[config.mk]
export PLATFORM = sky130hd
export DESIGN_NAME = pe_ws
export DESIGN_NICKNAME = d
export VERILOG_FILES = /design/src/rtl/pe_ws.sv
export SDC_FILE = /design/constraint.sdc
export NUM_CORES = 1
export LEC_CHECK = 0
export ABC_AREA = 1
export CORE_ASPECT_RATIO = 1.1
export CORE_MARGIN = 4
export CORE_UTILIZATION = 58
export CTS_BUF_LIST = sky130_fd_sc_hd__clkbuf_16
export CTS_CLUSTER_DIAMETER = 30
export CTS_CLUSTER_SIZE = 28
export DETAILED_ROUTE_END_ITERATION = 12
export GPL_TIMING_DRIVEN = 0
export PLACE_DENSITY = 0.8
export SETUP_SLACK_MARGIN = 0.02
export SLEW_MARGIN = 20
export SYNTH_ARGS = -nofsm -noshare
export SYNTH_HDL_FRONTEND = slang
export SYNTH_SLANG_ARGS = --single-unit
export TNS_END_PERCENT = 5
[constraint.sdc]
create_clock -name clk -period 6.9 [get_ports clk]
set_input_delay 0.69 -clock clk [delete_from_list [all_inputs] [get_ports clk]]
set_output_delay 0.69 -clock clk [all_outputs]
set_load 0.01 [all_outputs]
[src/rtl/pe_ws.sv]
// Weight-stationary systolic PE: double-buffered weight fed by a shift chain,
// one-cycle activation forwarding and a registered, optionally saturating MAC.
module pe_ws #(
    parameter int DATA_W = 8,
    parameter int ACC_W  = 24,
    parameter bit SIGNED = 1'b1,
    parameter bit SAT    = 1'b1
) (
    input  logic              clk,
    input  logic              rst_n,
    input  logic [DATA_W-1:0] w_in,
    input  logic              w_load,
    input  logic              w_commit,
    output logic [DATA_W-1:0] w_out,
    input  logic [DATA_W-1:0] a_in,
    input  logic              a_valid_in,
    output logic [DATA_W-1:0] a_out,
    output logic              a_valid_out,
    input  logic [ACC_W-1:0]  psum_in,
    output logic [ACC_W-1:0]  psum_out,
    output logic              psum_valid_out,
    input  logic              ovf_clr,
    output logic              ovf
);

    localparam int PROD_W = 2 * DATA_W;
    localparam int EXT_W  = ACC_W + 1;

    logic [DATA_W-1:0] w_shadow_reg;
    logic [DATA_W-1:0] w_active_reg;
    logic [DATA_W-1:0] a_reg;
    logic              a_v_reg;
    logic [ACC_W-1:0]  psum_reg;
    logic              psum_v_reg;
    logic              ovf_reg;

    logic [PROD_W-1:0] a_wide;
    logic [PROD_W-1:0] w_wide;
    logic [PROD_W-1:0] prod;
    logic [EXT_W-1:0]  prod_ext;
    logic [EXT_W-1:0]  psum_ext;
    logic [EXT_W-1:0]  sum;
    logic              ovf_now;
    logic [ACC_W-1:0]  sat_val;
    logic [ACC_W-1:0]  psum_next;

    // Extending both operands to the full product width before multiplying
    // gives the exact signed or unsigned product in the low PROD_W bits.
    assign a_wide   = {{DATA_W{SIGNED & a_in[DATA_W-1]}}, a_in};
    assign w_wide   = {{DATA_W{SIGNED & w_active_reg[DATA_W-1]}}, w_active_reg};
    assign prod     = a_wide * w_wide;
    assign prod_ext = {{(EXT_W - PROD_W){SIGNED & prod[PROD_W-1]}}, prod};
    assign psum_ext = {SIGNED & psum_in[ACC_W-1], psum_in};
    assign sum      = psum_ext + prod_ext;

    // Signed: the extra sum bit disagreeing with the ACC_W sign bit means the
    // result left the representable range; unsigned: any carry out.
    assign ovf_now = SIGNED ? (sum[ACC_W] ^ sum[ACC_W-1]) : sum[ACC_W];

    always_comb begin
        sat_val = '1;
        if (SIGNED) begin
            sat_val = sum[ACC_W] ? {1'b1, {(ACC_W-1){1'b0}}}
                                 : {1'b0, {(ACC_W-1){1'b1}}};
        end
        psum_next = (SAT && ovf_now) ? sat_val : sum[ACC_W-1:0];
    end

    always_ff @(posedge clk or negedge rst_n) begin
        if (!rst_n) begin
            w_shadow_reg <= '0;
            w_active_reg <= '0;
            a_reg        <= '0;
            a_v_reg      <= 1'b0;
            psum_reg     <= '0;
            psum_v_reg   <= 1'b0;
            ovf_reg      <= 1'b0;
        end else begin
            if (w_load) begin
                w_shadow_reg <= w_in;
            end
            // Reads the pre-load shadow, so a same-cycle load lands one weight later.
            if (w_commit) begin
                w_active_reg <= w_shadow_reg;
            end
            a_reg      <= a_in;
            a_v_reg    <= a_valid_in;
            psum_v_reg <= a_valid_in;
            if (a_valid_in) begin
                psum_reg <= psum_next;
            end
            if (a_valid_in && ovf_now) begin
                ovf_reg <= 1'b1;
            end else if (ovf_clr) begin
                ovf_reg <= 1'b0;
            end
        end
    end

    assign w_out          = w_shadow_reg;
    assign a_out          = a_reg;
    assign a_valid_out    = a_v_reg;
    assign psum_out       = psum_reg;
    assign psum_valid_out = psum_v_reg;
    assign ovf            = ovf_reg;

endmodule

Word-level counts from Yosys, hierarchy flattened

Cells that the tools add are included.

Register bits: 50
Input port bits: 46
Output and inout bits: 43
Word-level logic and storage cells: 15

Add/sub/neg operators: 1
Multipliers: 1
Multiplexer cells: 4
Bitwise gates (word level): 1
Reductions and logical operators: 2

Operators by type and width:

| kind                | count |
|---|---|
| $mux W24            | 2 |
| $add A24 B16 Y25    | 1 |
| $mul A8 B8 Y16      | 1 |
| $mux W1             | 2 |
| $reduce_bool A2 Y1  | 1 |
| $logic_and A1 B1 Y1 | 1 |
| $xor A1 B1 Y1       | 1 |

Logic depth before layout (Yosys ltp)

Depth in word-level cells: 5
Mapped depth: 27

Least setup slack after synthesis

OpenSTA, ideal clock, no wires.

Path type: in2reg
From: in a_in[7]
To: reg psum_reg[12], in the netlist psum_out[12]
Setup time: 0.119 ns
Arrival time: 5.371 ns
Data required time: 6.781 ns
Path slack: 1.411 ns
Stages on the path: 23
Path through: clkbuf_1 nand2_1 inv_1 fa_1 inv_1 fa_1 fa_1 fa_1 inv_1 ha_1 ha_1 a21o_1 nor2_1 nand2_1 inv_1 nand3_2 nand2_1 nand2_2 nand2_4 nand2_4 buf_12 o21ai_2 nand2_2

Cells in the longest elaborated chain, start to end: 4
Elaborated cells between the ends (all ways): 5
Classes of those cells: 1 x add/sub; 1 x mul; 2 x mux; 1 x bitwise

Ends and longest elaborated chain:

| element                                          | RTL line | text |
|---|---|---|
| from (decl)                                      | 15       | `input logic [DATA_W-1:0] a_in,` |
| $mul A8 B8 Y16 *                                 | 51       | `assign prod = a_wide * w_wide;` |
| $add A24 B16 Y25 *                               | 54       | `assign sum = psum_ext + prod_ext;` |
| $mux W24 / $xor A1 B1 Y1 (equally long branches) | 63, 58   |  |
| $mux W24 *                                       | 66       | `psum_next = (SAT && ovf_now) ? sat_val : sum[ACC_W-1:0];` |
| to (signal assigned)                             | 90       | `psum_reg <= psum_next;` |
| to (decl)                                        | 33       | `logic [ACC_W-1:0] psum_reg;` |

Every way passes the cells marked *; elsewhere a longest branch is shown, timed or not.
A chain may end at the register's enable or synchronous reset.

Worst setup path in the final report

From: in a_in[7]
To: reg psum_reg[0], in the netlist psum_out[0]

The elaborated chain is that of the path after synthesis.

==> results.json <==
{
  "status": "completed",
  "cts_num_sinks": 50,
  "start_kind": "input port",
  "grt_pass1_wl_um": 26700,
  "final_hold_viol_count": 0,
  "grt_use_met1": 0.295,
  "grt_pass1_vias": 5859,
  "setup_viol": 0,
  "critical_path.slowest_cell": "sky130_fd_sc_hd__fa_1",
  "cpMostUsedCell": "sky130_fd_sc_hd__nand2_1",
  "post_drt_via_cell_ratio": 5.14,
  "dr_total_vias": 5365,
  "fillCellCount": 890,
  "finalWirelength_um": 14800,
  "gr-usage-all-layers": 0.243,
  "floorplan.die.height_um": 121,
  "place_congestion": 0.872,
  "antenna_cells": 0,
  "floorplan.io_pins": 89,
  "cts_tree": "done",
  "use_met2": 0.448,
  "worstHoldPathType": "in2async",
  "grt_most_used_layer": "met2",
  "endpoint_of_the_worst_setup_timing_path": "psum_out[0]$_DFFE_PN0P_",
  "grt_setup_unrepaired": "no",
  "chipWidth_um": 111,
  "area_of_the_multi_input_gates_um2": 4650,
  "timing.max_cap.violations": 0,
  "worstPathArrival_ps": 6630,
  "fmax_mhz": 156,
  "floorplan.initialDensity": 0.605,
  "path_buf_inv": 8,
  "skew_ps": 3.03,
  "timing_max_transition_violations_final": 0,
  "postSynthAreaPerCell_um2": 8.40,
  "worst_slew_pin_slew_ps": 802,
  "share_of_final_layout_standard_cells_stronger_than_drive_strength_1": 0.0636,
  "wl_per_cell_um": 14.2,
  "syn_nets": 1010,
  "cts_root_buf": "sky130_fd_sc_hd__clkbuf_16",
  "antenna_found_initial": 0,
  "post-route-period-util": 0.928,
  "yosys.cell_types.count": 36,
  "critical_path.max_fanout": 10,
  "final.min_clock_period_ps": 6400,
  "core_area_um2": 11100,
  "rows": 40,
  "ant_nets": 0,
  "maximum_number_of_pins_on_one_net_before_global_route_repair": 34,
  "timing.critical_path.slowest_cell_delay_ps": 740,
  "synth-main-ff-cell": "sky130_fd_sc_hd__dfrtp_1",
  "timing.setup.critical_path_class": "in2reg",
  "synth.yosys.seq_area_share": 0.186,
  "layout-area-overhead-vs-synth_pct": 18.5,
  "path_clk_slew_ps": 60,
  "tritoncts_buffer_count": 5,
  "syn-instance-count": 800,
  "timing.reg2reg.setup_slack_ps": 960,
  "r2r_start": "w_active_reg[2]$_DFFE_PN0P_",
  "fin_tns_setup_ps": 0,
  "port-buffer-count": 87,
  "worstReg2RegEnd": "psum_out[0]$_DFFE_PN0P_",
  "dpl_cell_area_um2": 7790,
  "dp.final_hpwl_um": 13000,
  "max_slew_margin": 0.465,
  "synth.ff_latch_count": 50,
  "end_kind": "flop",
  "setup.worst_path.start": "a_in[7]",
  "worst_skew_pair.late_latency_ps": 290,
  "area.sequential_um2": 1250,
  "post_synthesis_async_set_or_reset_flop_share": 1.00,
  "gr_overflow_total": 0,
  "cell_family_with_the_largest_share_of_critical_path_delay": "adder cells",
  "fp.dieArea_um2": 13400,
  "largest_reg_flops": 24,
  "detail_route.first_pass.iterations": 5,
  "synthesis.area_um2": 6720,
  "worst-endpoint-required_ps": 7130,
  "drcViolationCount": 0,
  "drt-initial-drc-count": 259,
  "yosys_warns": 0,
  "clk_path_buf_depth": 2,
  "nNetsFinal": 1105,
  "gr-usage-met3": 0.0244,
  "ctsHtreeMaxLevel": 2,
  "worst-path-stages": 25,
  "synth-edff-count": 0,
  "final_cell_area_um2": 7960,
  "r2r.worst_path.cells": 24
}
==> layer usage <==
| layer | wire, um | vias to the layer above | share of wire |
|---|---|---|---|
| met5 | 0 | - | 0 |
| met4 | 463 | 0 | 0.031 |
| met3 | 510 | 32 | 0.034 |
| met2 | 7880 | 128 | 0.53 |
| met1 | 5990 | 2638 | 0.40 |
| li1 | - | 2567 | - |
==> worst min-delay path by stage <==
| stage | slack [ps] | end | depth (start not counted) | start |
|---|---|---|---|---|
| after global placement | 470 | psum_out[2]$_DFFE_PN0P_ | 2 | psum_out[2]$_DFFE_PN0P_ |
| after CTS | 350 | w_out[0]$_DFFE_PN0P_ | 1 | rst_n |
| final | 340 | a_out[6]$_DFF_PN0_ | 1 | rst_n |
| after detailed placement | 470 | psum_out[5]$_DFFE_PN0P_ | 2 | psum_out[5]$_DFFE_PN0P_ |
| after global routing | 380 | a_out[4]$_DFF_PN0_ | 1 | rst_n |
| after floorplan | 390 | a_out[0]$_DFF_PN0_ | 0 | rst_n |
==> worst register-to-register path: cells and delay by family, from the launching register on <==
family / cells / cell delay, ps
compound gates: 2 / 250
flops: 1 / 320
simple gates: 9 / 1070
fa+ha+maj: 6 / 3020
buf+inv: 7 / 1210
==> cell usage in the layout (no fill, tap or decap), types with 5 or more instances in the layout <==
cell and instances:
sky130_fd_sc_hd__nor2_1 41, sky130_fd_sc_hd__fa_1 108, sky130_fd_sc_hd__ha_1 56, sky130_fd_sc_hd__dfrtp_1 50, sky130_fd_sc_hd__nand2_2 11, sky130_fd_sc_hd__nand4_1 9, sky130_fd_sc_hd__o21ai_2 10, sky130_fd_sc_hd__a21oi_1 26
sky130_fd_sc_hd__clkbuf_1 18, sky130_fd_sc_hd__xnor2_1 5, sky130_fd_sc_hd__nand3_1 19, sky130_fd_sc_hd__clkdlybuf4s50_1 86, sky130_fd_sc_hd__o21ai_0 23, sky130_fd_sc_hd__clkbuf_16 5, sky130_fd_sc_hd__xor2_1 10, sky130_fd_sc_hd__nand2_1 198
sky130_fd_sc_hd__inv_1 179
==> stage by stage <==
stage / cells / util / hold slack, ps / worst slack [ps]
after floorplan: 800 / - / 394 / 1410
after global placement: 1034 / 0.700 / 469 / 275
after detailed placement: 1035 / 0.701 / 472 / 113
after CTS: 1043 / 0.716 / 350 / 395
after global routing: 1043 / 0.716 / 378 / 96.7
final: 1043 / 0.716 / 339 / 497
==> synth_stat cells, types with 10 or more instances <==
master,instances,area [um2]
sky130_fd_sc_hd__a21oi_1,26,130
sky130_fd_sc_hd__clkbuf_1,18,67.6
sky130_fd_sc_hd__dfrtp_1,50,1250
sky130_fd_sc_hd__fa_1,108,2160
sky130_fd_sc_hd__ha_1,56,701
sky130_fd_sc_hd__inv_1,179,672
sky130_fd_sc_hd__nand2_1,198,743
sky130_fd_sc_hd__nand2_2,11,68.8
sky130_fd_sc_hd__nand3_1,19,95.1
sky130_fd_sc_hd__nor2_1,41,154
sky130_fd_sc_hd__o21ai_0,23,115
sky130_fd_sc_hd__o21ai_2,10,87.6
sky130_fd_sc_hd__xor2_1,10,87.6
==> cell families (layout without fill, tap and decap cells) <==
kind of cell,after synthesis,after routing,synth area share
buf+inv,208,304,0.122
simple gates,292,292,0.183
flops,50,50,0.186
compound gates,70,70,0.0618
xor+xnor,15,15,0.0196
mux,1,1,0.00168
fa+ha+maj,164,164,0.426
==> area by class of cell <==
| type | count | area share |
|---|---|---|
| well taps | 147 | 0.0231 |
| inverters | 183 | 0.0868 |
| plain buffers | 25 | 0.0163 |
| clock buffers | 5 | 0.0157 |
| flip-flops and latches | 50 | 0.157 |
| clock inverters | 3 | 0.00519 |
| multi-input cells | 542 | 0.584 |
| repair buffers | 88 | 0.111 |
==> what timing repair did <==
item / CTS / global route
endpoints found under the setup margin: 0 / 14
gates resized for setup: 0 / 1
hold buffers: 0 / 0
setup buffers: 0 / 0
Power is left out: the tool's default activity adds up to more than one toggle a clock period on the data nets, which glitch-free logic cannot reach.
